`src/rtl/sort_host_if.sv`:
```
// Stream and sorter-pin bundle for sort_host: input byte stream, sorted output
// stream, status flags and the sorter's start/addr/wr/datain/dataout/ready pins.
interface sort_host_if;
  localparam int unsigned DATA_W = 8;
  localparam int unsigned ADDR_W = 3;

  logic              in_valid;
  logic [DATA_W-1:0] in_data;
  logic              in_ready;
  logic              out_valid;
  logic [DATA_W-1:0] out_data;
  logic              out_ready;
  logic              busy;
  logic              err;
  logic              srt_start;
  logic [ADDR_W-1:0] srt_addr;
  logic              srt_wr;
  logic [DATA_W-1:0] srt_datain;
  logic [DATA_W-1:0] srt_dataout;
  logic              srt_ready;

  // Host side: drives the sorter pins and both stream handshakes' outputs.
  modport master (
    input  in_valid, in_data, out_ready, srt_dataout, srt_ready,
    output in_ready, out_valid, out_data, busy, err,
           srt_start, srt_addr, srt_wr, srt_datain
  );

  // Environment side: byte source, byte sink and the sorter itself.
  modport slave (
    output in_valid, in_data, out_ready, srt_dataout, srt_ready,
    input  in_ready, out_valid, out_data, busy, err,
           srt_start, srt_addr, srt_wr, srt_datain
  );
endinterface

```
`src/rtl/sort_host.sv`:
```
// Stream front-end for the 8-entry byte sorter: load 8 bytes, kick, wait, read back.
// Optional sorter-completion watchdog enabled by defining SORT_HOST_TIMEOUT_EN.
module sort_host #(
  parameter int unsigned TIMEOUT = 255
) (
  input  logic        clk,
  input  logic        nrst,
  sort_host_if.master bus
);
  localparam int unsigned CNT_W  = 3;
  localparam int unsigned DATA_W = 8;

  localparam logic [2:0] S_LOAD  = 3'd0;
  localparam logic [2:0] S_KICK  = 3'd1;
  localparam logic [2:0] S_WAIT  = 3'd2;
  localparam logic [2:0] S_RADDR = 3'd3;
  localparam logic [2:0] S_RCAP  = 3'd4;
  localparam logic [2:0] S_EMIT  = 3'd5;

  localparam logic [CNT_W-1:0] CNT_LAST = CNT_W'(7);

  if (TIMEOUT == 0) begin : g_bad_timeout
    $error("sort_host: TIMEOUT must be at least 1");
  end

  logic [2:0]        r_state;
  logic [2:0]        w_state_nxt;
  logic [CNT_W-1:0]  r_cnt;
  logic [CNT_W-1:0]  w_cnt_nxt;
  logic [DATA_W-1:0] r_out_data;
  logic [DATA_W-1:0] w_out_data_nxt;
  logic              w_tmo_hit;

`ifdef SORT_HOST_TIMEOUT_EN
  localparam int unsigned TMO_W = (TIMEOUT > 255) ? $clog2(TIMEOUT + 1) : 8;

  logic [TMO_W-1:0] r_tmo;
  logic [TMO_W-1:0] w_tmo_nxt;
  logic             r_err;

  // Watchdog counts WAIT cycles; cleared in KICK so it starts at 0 on WAIT entry.
  always_comb begin
    w_tmo_nxt = r_tmo;
    if (r_state == S_KICK) begin
      w_tmo_nxt = '0;
    end else if (r_state == S_WAIT) begin
      w_tmo_nxt = r_tmo + TMO_W'(1);
    end
  end

  assign w_tmo_hit = (r_state == S_WAIT) && !bus.srt_ready &&
                     (r_tmo == TMO_W'(TIMEOUT - 1));

  always_ff @(posedge clk or negedge nrst) begin
    if (!nrst) begin
      r_tmo <= '0;
      r_err <= 1'b0;
    end else begin
      r_tmo <= w_tmo_nxt;
      if (w_tmo_hit) r_err <= 1'b1;
    end
  end

  assign bus.err = r_err;
`else
  assign w_tmo_hit = 1'b0;
  assign bus.err   = 1'b0;
`endif

  always_ff @(posedge clk or negedge nrst) begin
    if (!nrst) begin
      r_state    <= S_LOAD;
      r_cnt      <= '0;
      r_out_data <= '0;
    end else begin
      r_state    <= w_state_nxt;
      r_cnt      <= w_cnt_nxt;
      r_out_data <= w_out_data_nxt;
    end
  end

  // Sorter pins are combinational so a load handshake writes in its own cycle.
  always_comb begin
    w_state_nxt    = r_state;
    w_cnt_nxt      = r_cnt;
    w_out_data_nxt = r_out_data;
    bus.in_ready   = 1'b0;
    bus.out_valid  = 1'b0;
    bus.srt_start  = 1'b0;
    bus.srt_wr     = 1'b0;
    bus.srt_addr   = r_cnt;
    bus.srt_datain = '0;

    case (r_state)
      S_LOAD: begin
        bus.in_ready = bus.srt_ready;
        if (bus.in_valid && bus.srt_ready) begin
          bus.srt_wr     = 1'b1;
          bus.srt_datain = bus.in_data;
          w_cnt_nxt      = r_cnt + CNT_W'(1);
          if (r_cnt == CNT_LAST) w_state_nxt = S_KICK;
        end
      end
      S_KICK: begin
        bus.srt_start = 1'b1;
        w_state_nxt   = S_WAIT;
      end
      S_WAIT: begin
        bus.srt_addr = '0;
        if (bus.srt_ready) begin
          w_state_nxt = S_RADDR;
          w_cnt_nxt   = '0;
        end else if (w_tmo_hit) begin
          w_state_nxt = S_LOAD;
          w_cnt_nxt   = '0;
        end
      end
      S_RADDR: begin
        w_state_nxt = S_RCAP;
      end
      S_RCAP: begin
        w_out_data_nxt = bus.srt_dataout;
        w_state_nxt    = S_EMIT;
      end
      S_EMIT: begin
        bus.out_valid = 1'b1;
        if (bus.out_ready) begin
          w_cnt_nxt   = r_cnt + CNT_W'(1);
          w_state_nxt = (r_cnt == CNT_LAST) ? S_LOAD : S_RADDR;
        end
      end
      default: begin
        w_state_nxt = S_LOAD;
        w_cnt_nxt   = '0;
      end
    endcase
  end

  assign bus.out_data = r_out_data;
  assign bus.busy     = !((r_state == S_LOAD) && (r_cnt == '0));

endmodule
```
`src/flat_wrapper.sv`:
```
// flat-port wrapper written by rule: the top's interface ports become plain ports
module sort_host_flat 
#(
  parameter int unsigned TIMEOUT = 255
)
  (clk, nrst, bus_in_valid, bus_in_data, bus_out_ready, bus_srt_dataout, bus_srt_ready, bus_in_ready, bus_out_valid, bus_out_data, bus_busy, bus_err, bus_srt_start, bus_srt_addr, bus_srt_wr, bus_srt_datain);
  sort_host_if bus_i ();
  input  logic clk;
  input  logic nrst;
  input wire logic [$bits(bus_i.in_valid)-1:0] bus_in_valid;
  input wire logic [$bits(bus_i.in_data)-1:0] bus_in_data;
  input wire logic [$bits(bus_i.out_ready)-1:0] bus_out_ready;
  input wire logic [$bits(bus_i.srt_dataout)-1:0] bus_srt_dataout;
  input wire logic [$bits(bus_i.srt_ready)-1:0] bus_srt_ready;
  output wire logic [$bits(bus_i.in_ready)-1:0] bus_in_ready;
  output wire logic [$bits(bus_i.out_valid)-1:0] bus_out_valid;
  output wire logic [$bits(bus_i.out_data)-1:0] bus_out_data;
  output wire logic [$bits(bus_i.busy)-1:0] bus_busy;
  output wire logic [$bits(bus_i.err)-1:0] bus_err;
  output wire logic [$bits(bus_i.srt_start)-1:0] bus_srt_start;
  output wire logic [$bits(bus_i.srt_addr)-1:0] bus_srt_addr;
  output wire logic [$bits(bus_i.srt_wr)-1:0] bus_srt_wr;
  output wire logic [$bits(bus_i.srt_datain)-1:0] bus_srt_datain;
  assign bus_i.in_valid = bus_in_valid;
  assign bus_i.in_data = bus_in_data;
  assign bus_i.out_ready = bus_out_ready;
  assign bus_i.srt_dataout = bus_srt_dataout;
  assign bus_i.srt_ready = bus_srt_ready;
  assign bus_in_ready = bus_i.in_ready;
  assign bus_out_valid = bus_i.out_valid;
  assign bus_out_data = bus_i.out_data;
  assign bus_busy = bus_i.busy;
  assign bus_err = bus_i.err;
  assign bus_srt_start = bus_i.srt_start;
  assign bus_srt_addr = bus_i.srt_addr;
  assign bus_srt_wr = bus_i.srt_wr;
  assign bus_srt_datain = bus_i.srt_datain;
  sort_host #(.TIMEOUT(TIMEOUT)) u_core (.clk(clk), .nrst(nrst), .bus(bus_i));
endmodule
```
`config.mk`:
```
export PLATFORM = sky130hd
export DESIGN_NAME = sort_host_flat
export DESIGN_NICKNAME = d
export VERILOG_FILES = /design/src/rtl/sort_host_if.sv /design/src/rtl/sort_host.sv /design/src/flat_wrapper.sv
export SDC_FILE = /design/constraint.sdc
export NUM_CORES = 1
export LEC_CHECK = 0
export BUFFER_PORTS_ARGS = -buffer_cell sky130_fd_sc_hd__buf_4
export CAP_MARGIN = 15
export CORE_MARGIN = 2
export CORE_UTILIZATION = 40
export CTS_CLUSTER_DIAMETER = 120
export DETAILED_ROUTE_END_ITERATION = 7
export GPL_TIMING_DRIVEN = 0
export PLACE_DENSITY = 0.73
export SLEW_MARGIN = 15
export SYNTH_ARGS = -nofsm -noshare
export SYNTH_HDL_FRONTEND = slang
export SYNTH_SLANG_ARGS = --single-unit
```
`constraint.sdc`:
```
create_clock -name clk -period 1.8 [get_ports clk]
set_clock_uncertainty 0.05 [all_clocks]
set_input_delay 0.09 -clock clk [delete_from_list [all_inputs] [get_ports clk]]
set_output_delay 0.09 -clock clk [all_outputs]
set_load 0.05 [all_outputs]
```
-- After elaboration in Yosys (flattened, before gate mapping)
Cells that the tools add are included.
- eq/ne operators: 10
- mux-type cells: 18
- reductions and logical operators: 8
- add/sub/neg operators: 1
- bitwise operators: 1
- operator list (operator ; number):
    $mux W3 ; 8
    $pmux W3 S6 ; 1
    $mux W8 ; 2
    $pmux W3 S4 ; 1
    $eq A3 B3 Y1 const B ; 3
    $reduce_and A4 Y1 ; 2
    $eq A3 B2 Y1 const B ; 2
    $logic_not A3 Y1 ; 2
    $mux W1 ; 5
    $ne A2 B1 Y1 const B ; 2
    $ne A2 B2 Y1 const B ; 2
    $add A3 B1 Y3 const B ; 1
    $eq A3 B1 Y1 const B ; 1
    $reduce_or A3 Y1 ; 1
    $logic_and A1 B1 Y1 ; 2
    $mux W2 ; 1
    $logic_not A1 Y1 ; 1
    $not A1 Y1 ; 1
- bits in registers: 14
- input port bits: 21
- output and inout bits: 25
- logic and storage cells: 41

-- Longest topological paths before layout
- depth in word-level cells: 4
- gate-level depth with buffers: 5
- depth with buffers taken out: 5

-- Worst setup path after synthesis
Ideal clock, no wire load.
- path kind: reg-to-output
- from: register u_core.r_state[0]
- to: output port bus_srt_datain[0]
- arrival: 1.631 ns
- path buffers: 1
- stages on the path, launching flop included: 5
- required time: 1.660 ns
- slack: 0.029 ns
- cell sequence: dfrtp_1 -> nor2_1 -> and3_1 -> buf_2 -> and3_1
- longest elaborated chain between the ends: 2
- RTL lines (element ; line ; RTL):
    from (decl) ; sort_host.sv:26 ; logic [2:0] r_state;
    from (signal assigned) ; sort_host.sv:76 ; r_state <= w_state_nxt;
    $logic_not A3 Y1 ; sort_host.sv:94 ; case (r_state)
    $mux W8 ; sort_host.sv:94 ;
    to (decl) ; flat_wrapper.sv:23 ; output wire logic [$bits(bus_i.srt_datain)-1:0] bus_srt_datain;
Every way passes these cells.

-- Worst setup path after layout
- from: register u_core.r_state[1]
- to: output port bus_srt_datain[0]
Same word-level chain as after synthesis.

==> qor.csv <==
metric;value;unit
period_share;93.9;%
fin_cells;164;
required;1.66;ns
globalplace.congestion;0.858;
maxCapViolCount;0;
dieWidth;49.8;microns
cp.arrival;1.55;ns
drive_gt1_share;50.4;%
drc;0;
ant_nets;0;
clk_latency;0.28;ns
core;1960;sq um
slowest_stage;dfrtp_1;
avgSynthCellArea;10.5;sq um
rsz0062_at_grt;no;
clock-sinks;14;
syn-num-nets;104;
path_max_fanout;10;
ys_types;30;
final.setup.tns;0;ns
die_h;49.8;microns
critPathMaxStageDelay;0.39;ns
crit_path_end_kind;output pin;
yosysSeqAreaShare;41.7;%
htree_num_levels;1;
hold_class;in2reg;
slew_viol_final;0;
cts_made_buffers;3;
syn_inst;80;
area_growth;58.7;%
cts_buffer_depth;2;
finalHoldViolCount;0;
synth_edf_count;0;
cpMostUsedCell;and3_1;
ir_drop;0.00129;V
synth-seq-cells;14;
fmax;592;MHz
num_vias;786;
grt_pass1_wl;3190;microns
pre_cts_slack;0.156;ns
p_leak;0.694;nW
status;finished, final reports clean;
min_period;1.69;ns
die_area;2480;sq um
async_reset_ff_share;100;%
routedWlPerCell;12.0;microns
clkSlewWorstSetupHoldPaths;0.08;ns
cts_tree;done;
diodes;0;
avgViaCountPerCell;4.79;
ioPinCount;46;
powerDensity;1720;nW/um^2
grt_usage;16.9;%
finalWirelength;1970;microns
initial_core_util;42.8;%
rows;16;
num-nets-final;162;
portBuffers;44;
regToRegStartpoint;u_core.r_state[0];
finalSetupViolCount;0;
grt_pass1_vias;718;
ys_warn_count;0;
crit_type;reg2out;
drtIter0Drc;11;
clockRootBuffer;clkbuf_4;
crit_path_start;u_core.r_state[1];
antenna_found_initial;0;
worstSetupStartpointType;flip-flop;
grt_overflow_total;0;
drt_pre_antenna_iters;4;
synthFlopType;dfrtp_1;
grt_max_degree;15;
dp_cells;151;
min_from;bus_srt_dataout[0];
crit_chain;inv_1, and3_1, buf_2, and3_1, buf_4;
fin_util;67.9;%
setup_slack;0.110;ns
synthesis.area;840;sq um
-- area by class of cell --
cell class	count	area (sq um)
Timing Repair Buffer	53	415
Inverter	5	18.8
Multi-Input combinational cell	55	434
Tap cell	27	33.8
Clock buffer	4	36.3
Fill cell	165	629
Sequential cell	14	350
Buffer	6	43.8
-- logic make-up after synthesis --
kind of cell	synth area share, %
AND/OR/NAND/NOR	20.7
XOR/XNOR	1.04
adder cells (fa/ha/maj)	4.47
buffers and inverters	7.45
flip-flops	41.7
AO/OA/AOI/OAI	13.4
multiplexers	10.7
other	0.447
-- where the power goes --
group | total (mW) | leakage [nW] | switching, mW | internal (mW)
clock | 0.217 | 0.0210 | 0.0939 | 0.123
sequential | 0.534 | 0.174 | 0.0828 | 0.451
combinational | 1.54 | 0.498 | 0.972 | 0.564
-- timing repair --
item / in CTS / in global routing
pin swaps: 0 / 1
hold buffers: 7 / 0
buffers inserted: 0 / 2
hold endpoints to repair: 20 / 0
setup endpoints to repair: 9 / 8
gates resized for setup: 2 / 0
gates cloned: 0 / 0
-- worst paths after layout --
kind	to	slack (ns)	cells past startpoint
max	bus_srt_datain[0]	0.11	5
min	u_core.bus.out_data[0]	0.008	2
max reg2reg	u_core.bus.out_data[4]	0.29	3
min reg2reg	u_core.bus.out_data[6]	0.47	1
max in group asynchronous	u_core.r_cnt[1]	1.40	2
min in group asynchronous	u_core.bus.out_data[3]	0.14	2
-- synth_stat cells (2+ instances only) --
master	count	area, sq um
dfrtp_1	14	350
and3_1	9	56.3
a21oi_1	3	15.0
o21ai_0	2	10.0
inv_1	5	18.8
o31ai_1	3	22.5
mux2_2	8	90.1
ha_1	3	37.5
o2111ai_1	3	26.3
nor2_1	2	7.51
nand2_1	6	22.5
buf_6	2	22.5
a21boi_0	2	15.0
buf_2	2	10.0
-- through the flow --
stage / area, sq um / hold WS [ns] / total power, mW
after global routing: 1330 / 0.000280 / 2.41
after global placement: 1200 / -0.108 / 1.98
after floorplan: 840 / -0.256 / 1.60
final: 1330 / 0.00774 / 2.29
after detailed placement: 1200 / -0.105 / 2.02
after CTS: 1320 / 0.00628 / 2.27
-- critical path, delay by kind of cell (launching register included) --
family	cells	cell delay, ns
buffers and inverters	3	0.54
DFF	1	0.39
and+or+nand+nor	2	0.35
-- sequential cells by signal (all words and copies together) (netlist names) --
name	count
u_core.bus.out_data	8
u_core.r_cnt	3
u_core.r_state	3
-- metal layers --
metal  wire, microns  part of all wire, %  GRT usage, %
met5               0                    0             0
met4               0                    0          3.24
met3              75                  3.8          5.15
met2            1050                   53          28.4
met1             849                   43          21.4
-- placed cells by master (no fill, tap or decap), types with 2 or more instances in the layout --
master | Yosys | final
a21oi_1 | 3 | 3
a21boi_0 | 2 | 2
clkbuf_4 | 0 | 3
buf_2 | 2 | 2
buf_4 | 1 | 47
mux2_2 | 8 | 8
and3_1 | 9 | 9
o2111ai_1 | 3 | 3
nand2_1 | 6 | 6
o31ai_1 | 3 | 3
dfrtp_1 | 14 | 14
ha_1 | 3 | 3
buf_6 | 2 | 2
dlygate4sd3_1 | 0 | 7
inv_1 | 5 | 5
o21ai_0 | 2 | 2
No activity file was read; power rests on OpenSTA's default activity.
